## src/rtl/creator_bus_pkg.sv

```systemverilog
`default_nettype none
// ============================================================================
// creator_bus_pkg : shared encodings for the SPI-front-end bus arbiter
// Revision 1.0
// ============================================================================
package creator_bus_pkg;

  typedef enum logic [1:0] {
    ST_IDLE   = 2'd0,
    ST_ACTIVE = 2'd1,
    ST_RESP   = 2'd2,
    ST_HOLD   = 2'd3
  } state_t;

  typedef enum logic {
    REQ_RPI = 1'b0,
    REQ_ESP = 1'b1
  } req_id_t;

  localparam logic [15:0] ERR_RDATA = 16'h0000;

  // One-hot grant vector is {esp, rpi}.
  function automatic logic [1:0] grant_of(input req_id_t id);
    return (id == REQ_ESP) ? 2'b10 : 2'b01;
  endfunction

endpackage
`default_nettype wire

```

## src/rtl/bus_watchdog.sv

```systemverilog
`default_nettype none
// ============================================================================
// bus_watchdog : bounds a bus access; expired_o fires on the TIMEOUT-th cycle
// Revision 1.0
// ============================================================================
module bus_watchdog #(
  parameter int TIMEOUT = 255
) (
  input  logic clk,
  input  logic rst_i,
  input  logic clr_i,
  input  logic en_i,
  output logic expired_o
);

  localparam int CW = $clog2(TIMEOUT + 1);

  logic [CW-1:0] cnt_q;
  logic [CW-1:0] cnt_d;

  always_comb begin
    cnt_d = cnt_q;
    if (clr_i) begin
      cnt_d = '0;
    end else if (en_i && (cnt_q != CW'(TIMEOUT))) begin
      cnt_d = cnt_q + CW'(1);
    end
  end

  always_ff @(posedge clk) begin
    if (rst_i) begin
      cnt_q <= '0;
    end else begin
      cnt_q <= cnt_d;
    end
  end

  // Asserted during the cycle whose closing edge brings the count to TIMEOUT.
  assign expired_o = en_i && (cnt_q == CW'(TIMEOUT - 1));

endmodule
`default_nettype wire

```

## src/rtl/spi_bus_arbiter.sv

```systemverilog
`default_nettype none
// ============================================================================
// spi_bus_arbiter : shares the peripheral bus between RPi and ESP32 SPI slaves
// Revision 1.0
// ============================================================================
module spi_bus_arbiter
  import creator_bus_pkg::*;
#(
  parameter int ADDR_WIDTH   = 15,
  parameter int DATA_WIDTH   = 16,
  parameter int TIMEOUT      = 255,
  parameter bit RPI_PRIORITY = 1'b0
) (
  input  logic                  clk,
  input  logic                  resetn_i,
  input  logic                  rpi_req_i,
  input  logic                  rpi_lock_i,
  input  logic                  rpi_we_i,
  input  logic [ADDR_WIDTH-1:0] rpi_addr_i,
  input  logic [DATA_WIDTH-1:0] rpi_wdata_i,
  output logic                  rpi_ack_o,
  output logic                  rpi_err_o,
  output logic [DATA_WIDTH-1:0] rpi_rdata_o,
  input  logic                  esp_req_i,
  input  logic                  esp_lock_i,
  input  logic                  esp_we_i,
  input  logic [ADDR_WIDTH-1:0] esp_addr_i,
  input  logic [DATA_WIDTH-1:0] esp_wdata_i,
  output logic                  esp_ack_o,
  output logic                  esp_err_o,
  output logic [DATA_WIDTH-1:0] esp_rdata_o,
  output logic                  bus_stb_o,
  output logic                  bus_we_o,
  output logic [ADDR_WIDTH-1:0] bus_addr_o,
  output logic [DATA_WIDTH-1:0] bus_wdata_o,
  input  logic [DATA_WIDTH-1:0] bus_rdata_i,
  input  logic                  bus_ack_i,
  output logic [1:0]            grant_o
);

  state_t                state_q;
  req_id_t               owner_q;
  req_id_t               last_grant_q;
  logic                  bus_stb_q;
  logic                  bus_we_q;
  logic [ADDR_WIDTH-1:0] bus_addr_q;
  logic [DATA_WIDTH-1:0] bus_wdata_q;
  logic [1:0]            grant_q;
  logic                  rpi_ack_q;
  logic                  rpi_err_q;
  logic [DATA_WIDTH-1:0] rpi_rdata_q;
  logic                  esp_ack_q;
  logic                  esp_err_q;
  logic [DATA_WIDTH-1:0] esp_rdata_q;

  logic                  w_expired;
  logic                  w_esp_wins;
  req_id_t               w_pick;
  req_id_t               w_src;
  logic                  w_src_we;
  logic [ADDR_WIDTH-1:0] w_src_addr;
  logic [DATA_WIDTH-1:0] w_src_wdata;
  logic                  w_own_req;
  logic                  w_own_lock;
  logic                  w_rsp_err;
  logic [DATA_WIDTH-1:0] w_rsp_rdata;

  bus_watchdog #(
    .TIMEOUT (TIMEOUT)
  ) u_watchdog (
    .clk       (clk),
    .rst_i     (resetn_i),
    .clr_i     (state_q == ST_RESP),
    .en_i      (state_q == ST_ACTIVE),
    .expired_o (w_expired)
  );

  // ESP wins only when alone, or on a tie when the RPi was served last.
  assign w_esp_wins = esp_req_i &&
                      (!rpi_req_i || (!RPI_PRIORITY && (last_grant_q == REQ_RPI)));
  assign w_pick     = w_esp_wins ? REQ_ESP : REQ_RPI;

  assign w_src       = (state_q == ST_IDLE) ? w_pick : owner_q;
  assign w_src_we    = (w_src == REQ_ESP) ? esp_we_i    : rpi_we_i;
  assign w_src_addr  = (w_src == REQ_ESP) ? esp_addr_i  : rpi_addr_i;
  assign w_src_wdata = (w_src == REQ_ESP) ? esp_wdata_i : rpi_wdata_i;

  assign w_own_req  = (owner_q == REQ_ESP) ? esp_req_i  : rpi_req_i;
  assign w_own_lock = (owner_q == REQ_ESP) ? esp_lock_i : rpi_lock_i;

  assign w_rsp_err   = !bus_ack_i;
  assign w_rsp_rdata = bus_ack_i ? bus_rdata_i : DATA_WIDTH'(ERR_RDATA);

  always_ff @(posedge clk) begin
    if (resetn_i) begin
      state_q      <= ST_IDLE;
      owner_q      <= REQ_RPI;
      last_grant_q <= REQ_ESP;
      bus_stb_q    <= 1'b0;
      bus_we_q     <= 1'b0;
      bus_addr_q   <= '0;
      bus_wdata_q  <= '0;
      grant_q      <= 2'b00;
      rpi_ack_q    <= 1'b0;
      rpi_err_q    <= 1'b0;
      rpi_rdata_q  <= '0;
      esp_ack_q    <= 1'b0;
      esp_err_q    <= 1'b0;
      esp_rdata_q  <= '0;
    end else begin
      rpi_ack_q   <= 1'b0;
      rpi_err_q   <= 1'b0;
      rpi_rdata_q <= '0;
      esp_ack_q   <= 1'b0;
      esp_err_q   <= 1'b0;
      esp_rdata_q <= '0;
      case (state_q)
        ST_IDLE: begin
          if (rpi_req_i || esp_req_i) begin
            owner_q     <= w_pick;
            grant_q     <= grant_of(w_pick);
            bus_we_q    <= w_src_we;
            bus_addr_q  <= w_src_addr;
            bus_wdata_q <= w_src_wdata;
            bus_stb_q   <= 1'b1;
            state_q     <= ST_ACTIVE;
          end
        end
        ST_ACTIVE: begin
          // A slave ack in the expiry cycle still counts as a good completion.
          if (bus_ack_i || w_expired) begin
            bus_stb_q <= 1'b0;
            state_q   <= ST_RESP;
            if (owner_q == REQ_ESP) begin
              esp_ack_q   <= 1'b1;
              esp_err_q   <= w_rsp_err;
              esp_rdata_q <= w_rsp_rdata;
            end else begin
              rpi_ack_q   <= 1'b1;
              rpi_err_q   <= w_rsp_err;
              rpi_rdata_q <= w_rsp_rdata;
            end
          end
        end
        ST_RESP: begin
          if (w_own_lock) begin
            state_q <= ST_HOLD;
          end else begin
            state_q      <= ST_IDLE;
            last_grant_q <= owner_q;
            grant_q      <= 2'b00;
          end
        end
        ST_HOLD: begin
          if (w_own_req) begin
            bus_we_q    <= w_src_we;
            bus_addr_q  <= w_src_addr;
            bus_wdata_q <= w_src_wdata;
            bus_stb_q   <= 1'b1;
            state_q     <= ST_ACTIVE;
          end else if (!w_own_lock) begin
            state_q      <= ST_IDLE;
            last_grant_q <= owner_q;
            grant_q      <= 2'b00;
          end
        end
        default: state_q <= ST_IDLE;
      endcase
    end
  end

  assign bus_stb_o   = bus_stb_q;
  assign bus_we_o    = bus_we_q;
  assign bus_addr_o  = bus_addr_q;
  assign bus_wdata_o = bus_wdata_q;
  assign grant_o     = grant_q;
  assign rpi_ack_o   = rpi_ack_q;
  assign rpi_err_o   = rpi_err_q;
  assign rpi_rdata_o = rpi_rdata_q;
  assign esp_ack_o   = esp_ack_q;
  assign esp_err_o   = esp_err_q;
  assign esp_rdata_o = esp_rdata_q;

endmodule
`default_nettype wire

```

## config.mk

```make
export PLATFORM = sky130hd
export DESIGN_NAME = spi_bus_arbiter
export DESIGN_NICKNAME = d
export VERILOG_FILES = /design/src/rtl/creator_bus_pkg.sv /design/src/rtl/bus_watchdog.sv /design/src/rtl/spi_bus_arbiter.sv
export SDC_FILE = /design/constraint.sdc
export NUM_CORES = 1
export LEC_CHECK = 0
export ABC_CLOCK_PERIOD_IN_PS = 1600
export CAP_MARGIN = 20
export CORE_MARGIN = 3
export CORE_UTILIZATION = 35
export DETAILED_ROUTE_END_ITERATION = 8
export PLACE_DENSITY_LB_ADDON = 0.3
export SKIP_CTS_REPAIR_TIMING = 1
export SYNTH_ARGS = -nofsm -noshare
export SYNTH_HDL_FRONTEND = slang
export SYNTH_SLANG_ARGS = --single-unit
```

## constraint.sdc

```tcl
create_clock -name clk -period 1.6 [get_ports clk]
set_clock_uncertainty 0.15 [all_clocks]
set_input_delay 0.32 -clock clk [delete_from_list [all_inputs] [get_ports clk]]
set_output_delay 0.32 -clock clk [all_outputs]
set_load 0.005 [all_outputs]
```

==> results.yml, run 1 <==
worst_setup_path:
  critPathCaptureType: "flip-flop"
  cp_max_fo: 6
  worstPathArrival_ns: 1.72
  worstSetupStartpoint: "state_q[0]"
  critPathRequiredTime_ns: 1.68
  path_class: "flip-flop to flip-flop"
  critPathLaunchType: "flip-flop"
  r2r-start: "state_q[0]"
route:
  drcViolationCount: 0
  dr.first_iter.drc_count: 137
  final_antenna_net_count: 0
  vias: 3249
  drt_pass1_iterations: 4
  viasPerCell: 5.01
  wl_um: 10200
  post_drt_wl_per_cell_um: 15.8
clock_tree:
  cts.htree.levels: 3
  clockBufferDepth: 2
  clock-sinks: 83
  cts_root_buf: "clkbuf_8"
  cts_buffers: 9
  clk_pin_slew_ns: 0.09
  cts_tree: "done"
  clkLatencyLatePin_ns: 0.35
sta:
  period_share_pct: 103
  finalHoldViolations: 0
  slew_headroom_pct: 78.2
  max_freq_mhz: 608
  finalSetupTns_ns: -0.238
  finalCriticalPeriod_ns: 1.64
  final.setup.worst_slack_ns: -0.0449
  setup_viol: 15
  worstMarginPinSlew_ns: 0.324
  grt_setup_unrepaired: "true"
  slew_violations: 0
die:
  fp.dieW_um: 100
  rows: 33
  start_util_pct: 36.9
  core_um2: 8420
  die_h_um: 100
  die_area_um2: 10000
  pin_count: 158
placement:
  gp_congestion: 0.859
  io_buffers: 157
  place_area_um2: 4970
  dpl.hpwl_um: 6590
hold_path:
  min-delay-start: "rpi_req_i"
  min_path_type: "primary input to flip-flop"
logic_synthesis:
  ys_warn_count: 0
  syn_area_um2: 3110
  synthCells: 349
  ys_seq_area_share_pct: 53.5
  syn-num-nets: 438
  synth-seq-cells: 83
  synthDistinctLibCells: 41
  syn_avg_cell_area_um2: 8.90
run_status:
  status: "finished, violations left"
  failed_checks: "setup timing"
power:
  p_leak_nw: 3.37
  power_density_nw_per_um2: 915
  ir_drop_mv: 0.537
global_routing:
  grt_pass1_wl_um: 14700
  antenna_found_initial: 0
  grt_remaining_overflow: 0
  grt_max_degree: 41
  grt_pass1_vias: 3104
  track_usage_pct: 18.3
layout:
  antennaDiodeCount: 0
  fillers: 629
  synthToLayoutAreaGrowth_pct: 87.5
  nets: 627
  layout_commonest_cell: "clkdlybuf4s50_1"
  final_cell_mix: "84 x clkdlybuf4s50_1, 73 x nand2_1, 73 x dlymetal6s2s_1"
  drive_above_1_share_pct: 22.3
  design_area_um2: 5820
flow_run:
  maxCapViolations: 0
metal layers:
layer	vias to the layer above	GRT usage [%]	share of wire, %
li1	1592	-	-
met1	1531	21.5	39
met2	117	31.0	52
met3	9	6.67	8.0
met4	0	5.70	1.0
met5	-	0	0
registers in the layout (all words and copies together), names as in the netlist, 2 cells and up:
name,cells
grant_o,2
bus_wdata_o,16
esp_rdata_o,16
rpi_rdata_o,16
u_watchdog.cnt_q,8
bus_addr_o,15
state_q,2
path summary, 6_finish.rpt:
path                          end  slack, ns  cells after the start
setup / recovery  bus_wdata_o[14]      -0.04                      6
hold / removal            owner_q       0.27                      4
setup reg to reg  bus_wdata_o[14]      -0.04                      6
hold reg to reg        grant_o[0]       0.33                      2
Yosys cell counts:
master | count | area, µm²
or3_1 | 2 | 12.5
nand2b_4 | 1 | 13.8
dfxtp_1 | 83 | 1660
o21ai_1 | 3 | 15.0
and3_1 | 2 | 12.5
a211oi_1 | 1 | 7.51
or2_0 | 1 | 6.26
mux2i_1 | 1 | 10.0
a21boi_0 | 1 | 7.51
o22ai_1 | 1 | 6.26
nand3_1 | 2 | 10.0
xnor2_1 | 2 | 17.5
nor2_1 | 13 | 48.8
or2_1 | 1 | 6.26
and4bb_2 | 1 | 12.5
o311ai_0 | 1 | 8.76
a311oi_1 | 1 | 8.76
clkbuf_1 | 7 | 26.3
mux2_2 | 1 | 11.3
nand2_1 | 73 | 274
o211ai_1 | 2 | 15.0
nor4b_2 | 2 | 30.0
buf_4 | 2 | 15.0
inv_1 | 4 | 15.0
and2_1 | 32 | 200
ha_1 | 2 | 25.0
or3_2 | 1 | 7.51
buf_2 | 11 | 55.1
or4_1 | 1 | 7.51
nand3b_1 | 1 | 7.51
a21oi_1 | 9 | 45.0
a22oi_1 | 1 | 7.51
a21bo_2 | 1 | 10.0
a31oi_1 | 36 | 225
a2111oi_0 | 1 | 8.76
nor3_1 | 3 | 15.0
and3_4 | 1 | 11.3
buf_6 | 2 | 22.5
a21boi_1 | 1 | 7.51
o31ai_1 | 3 | 22.5
o21ai_0 | 35 | 175
where the power goes:
| group | switching (mW) | internal, mW |
|---|---|---|
| sequential | 0.0870 | 2.22 |
| clock | 0.823 | 0.912 |
| combinational | 0.512 | 0.772 |
| total | 1.42 | 3.90 |
worst max-delay path: stages, from the launching register on:
cell and delay (ns):
dfxtp_4 0.38, or2_4 0.27, o22ai_4 0.21, buf_12 0.17
buf_6 0.11, clkbuf_16 0.13, a31oi_1 0.08
per-stage QoR:
| step | hold slack (ns) | util [%] | setup WS (ns) | cells | power, mW |
|---|---|---|---|---|---|
| finish | 0.271 | 69.1 | -0.0449 | 648 | 5.33 |
| global route | 0.316 | 69.1 | -0.0998 | 648 | 5.57 |
| CTS | 0.341 | 61.7 | -0.177 | 633 | 5.11 |
| detailed placement | 0.327 | 59.0 | -0.490 | 617 | 3.37 |
| global placement | 0.323 | 59.0 | -0.406 | 617 | 3.35 |
| floorplan | 0.247 | - | 0.00204 | 349 | 2.71 |
kinds of logic after synthesis:
group / share of synthesized area, %
xor gates and xnor gates: 0.564
muxes: 0.685
adders and majority gates: 0.806
and+or+nand+nor: 21.8
DFF: 53.5
AOI/OAI and AO/OA: 18.4
buffers and inverters: 4.31
final cells by class:
class | count | area [µm²] | area share [%]
sequential | 83 | 1710 | 29.3
inverter | 4 | 15.0 | 0.258
timing repair buffer | 200 | 2300 | 39.5
tap | 105 | 131 | 2.26
clock inverter | 7 | 109 | 1.87
multi-input combinational | 240 | 1440 | 24.7
clock buffer | 9 | 124 | 2.13
(Power assumes the default switching activity.)
==> run 2, diff against run 1 <==
--- a/constraint.sdc
+++ b/constraint.sdc
@@ -4,2 +4,2 @@
 set_output_delay 0.32 -clock clk [all_outputs]
-set_load 0.005 [all_outputs]
+set_load 0.02 [all_outputs]
==> results.yml, run 2 (same netlist as run 1, synthesis figures left out) <==
run_status:
  status: "finished, violations left"
  failed_checks: "setup timing"
worst_setup_path:
  worstSetupStartpoint: "state_q[1]"
  critPathLaunchType: "flip-flop"
  critPathRequiredTime_ns: 1.74
  worstReg2RegEnd: "bus_addr_o[14]"
  path_class: "flip-flop to flip-flop"
  max_stage_delay_ns: 0.38
  r2r-start: "state_q[1]"
  reg2reg_depth: 6
  cp-endpoint: "bus_addr_o[14]"
  worstPathArrival_ns: 1.75
  reg2reg_slack_ns: -0.02
  cp_max_fo: 7
  critPathCaptureType: "flip-flop"
  crit_chain: "or2_4, o22ai_4, buf_12, clkbuf_16, o21ai_0, a31oi_1"
  cp_slowest_cell: "dfxtp_4"
power:
  power_mw: 5.52
  p_leak_nw: 3.37
  power_density_nw_per_um2: 941
  ir_drop_mv: 0.544
clock_tree:
  cts_root_buf: "clkbuf_8"
  cts_buffers: 9
  cts.htree.levels: 3
  clockBufferDepth: 2
  clkLatencyLatePin_ns: 0.35
  clk_pin_slew_ns: 0.09
  cts_tree: "done"
  clock-sinks: 83
flow_run:
  maxCapViolations: 0
route:
  vias: 3269
  dr.first_iter.drc_count: 103
  drcViolationCount: 0
  post_drt_wl_per_cell_um: 15.8
  drt_pass1_iterations: 4
  viasPerCell: 5.05
  wl_um: 10200
  final_antenna_net_count: 0
sta:
  worstMarginPinSlew_ns: 0.332
  slew_violations: 0
  final.setup.worst_slack_ns: -0.0160
  setup_viol: 10
  grt_setup_unrepaired: "true"
  slew_headroom_pct: 77.6
  finalHoldViolations: 0
  max_freq_mhz: 619
  finalCriticalPeriod_ns: 1.62
  finalSetupTns_ns: -0.0685
  period_share_pct: 101
layout:
  nets: 626
  final_cell_mix: "84 x clkdlybuf4s50_1, 77 x dfxtp_1, 73 x nand2_1, 73 x dlymetal6s2s_1, 32 x and2_1"
  synthToLayoutAreaGrowth_pct: 88.9
  antennaDiodeCount: 0
  drive_above_1_share_pct: 21.6
  fillers: 619
  design_area_um2: 5870
  final_cells: 647
  layout_commonest_cell: "clkdlybuf4s50_1"
global_routing:
  grt_pass1_vias: 3104
  antenna_found_initial: 0
  grt_max_degree: 41
  grt_remaining_overflow: 0
  track_usage_pct: 18.3
  grt_pass1_wl_um: 14700
hold_path:
  min_path_type: "primary input to flip-flop"
die:
  rows: 33
  die_area_um2: 10000
  pin_count: 158
  core_um2: 8420
  start_util_pct: 36.9
  die_h_um: 100
  fp.dieW_um: 100
placement:
  place_area_um2: 4970
  io_buffers: 157
  dp.cells: 617
  gp_congestion: 0.859
  dpl.hpwl_um: 6590
==> run 2: worst max-delay path, delay by kind of cell, from the launching register on <==
kind,cells,cell delay (ns)
buf+inv,2,0.33
compound gates,3,0.43
simple gates,1,0.27
flops,1,0.38
==> run 2: final cells by class <==
type	instances	area (µm²)	share of cell area [%]
sequential	83	1680	28.6
multi-input combinational	240	1540	26.3
clock inverter	7	109	1.86
timing repair buffer	199	2260	38.6
inverter	4	15.0	0.256
tap	105	131	2.24
clock buffer	9	124	2.11
==> run 2: through the flow <==
stage | hold slack (ns) | worst slack (ns) | util, %
3_5_place_dp | 0.327 | -0.490 | 59.0
3_3_place_gp | 0.323 | -0.406 | 59.0
6_report | 0.282 | -0.0160 | 69.6
2_1_floorplan | 0.247 | 0.00204 | -
5_1_grt | 0.320 | -0.0865 | 69.6
4_1_cts | 0.341 | -0.232 | 61.7
==> run 2: layer usage <==
layer  vias up  GRT usage [%]  share of wire, %
met5         -              0                 0
li1       1586              -                 -
met2       103           31.0                52
met1      1566           21.5                39
met4         0           5.70               1.3
met3        14           6.67               7.5
==> run 2: power by group <==
group | switching [mW] | internal, mW | leakage, nW | total [mW]
combinational | 0.683 | 0.792 | 2.57 | 1.48
sequential | 0.0980 | 2.21 | 0.683 | 2.31
clock | 0.823 | 0.912 | 0.118 | 1.74
total | 1.60 | 3.91 | 3.37 | 5.52
==> run 2: worst min path at each step <==
stage,from,endpoint,cells past startpoint
after floorplan,bus_ack_i,esp_err_o,1
after global placement,grant_o[0],grant_o[0],2
after detailed placement,grant_o[0],grant_o[0],2
after CTS,grant_o[0],grant_o[0],2
after global routing,rpi_req_i,owner_q,4
final,rpi_req_i,owner_q,4
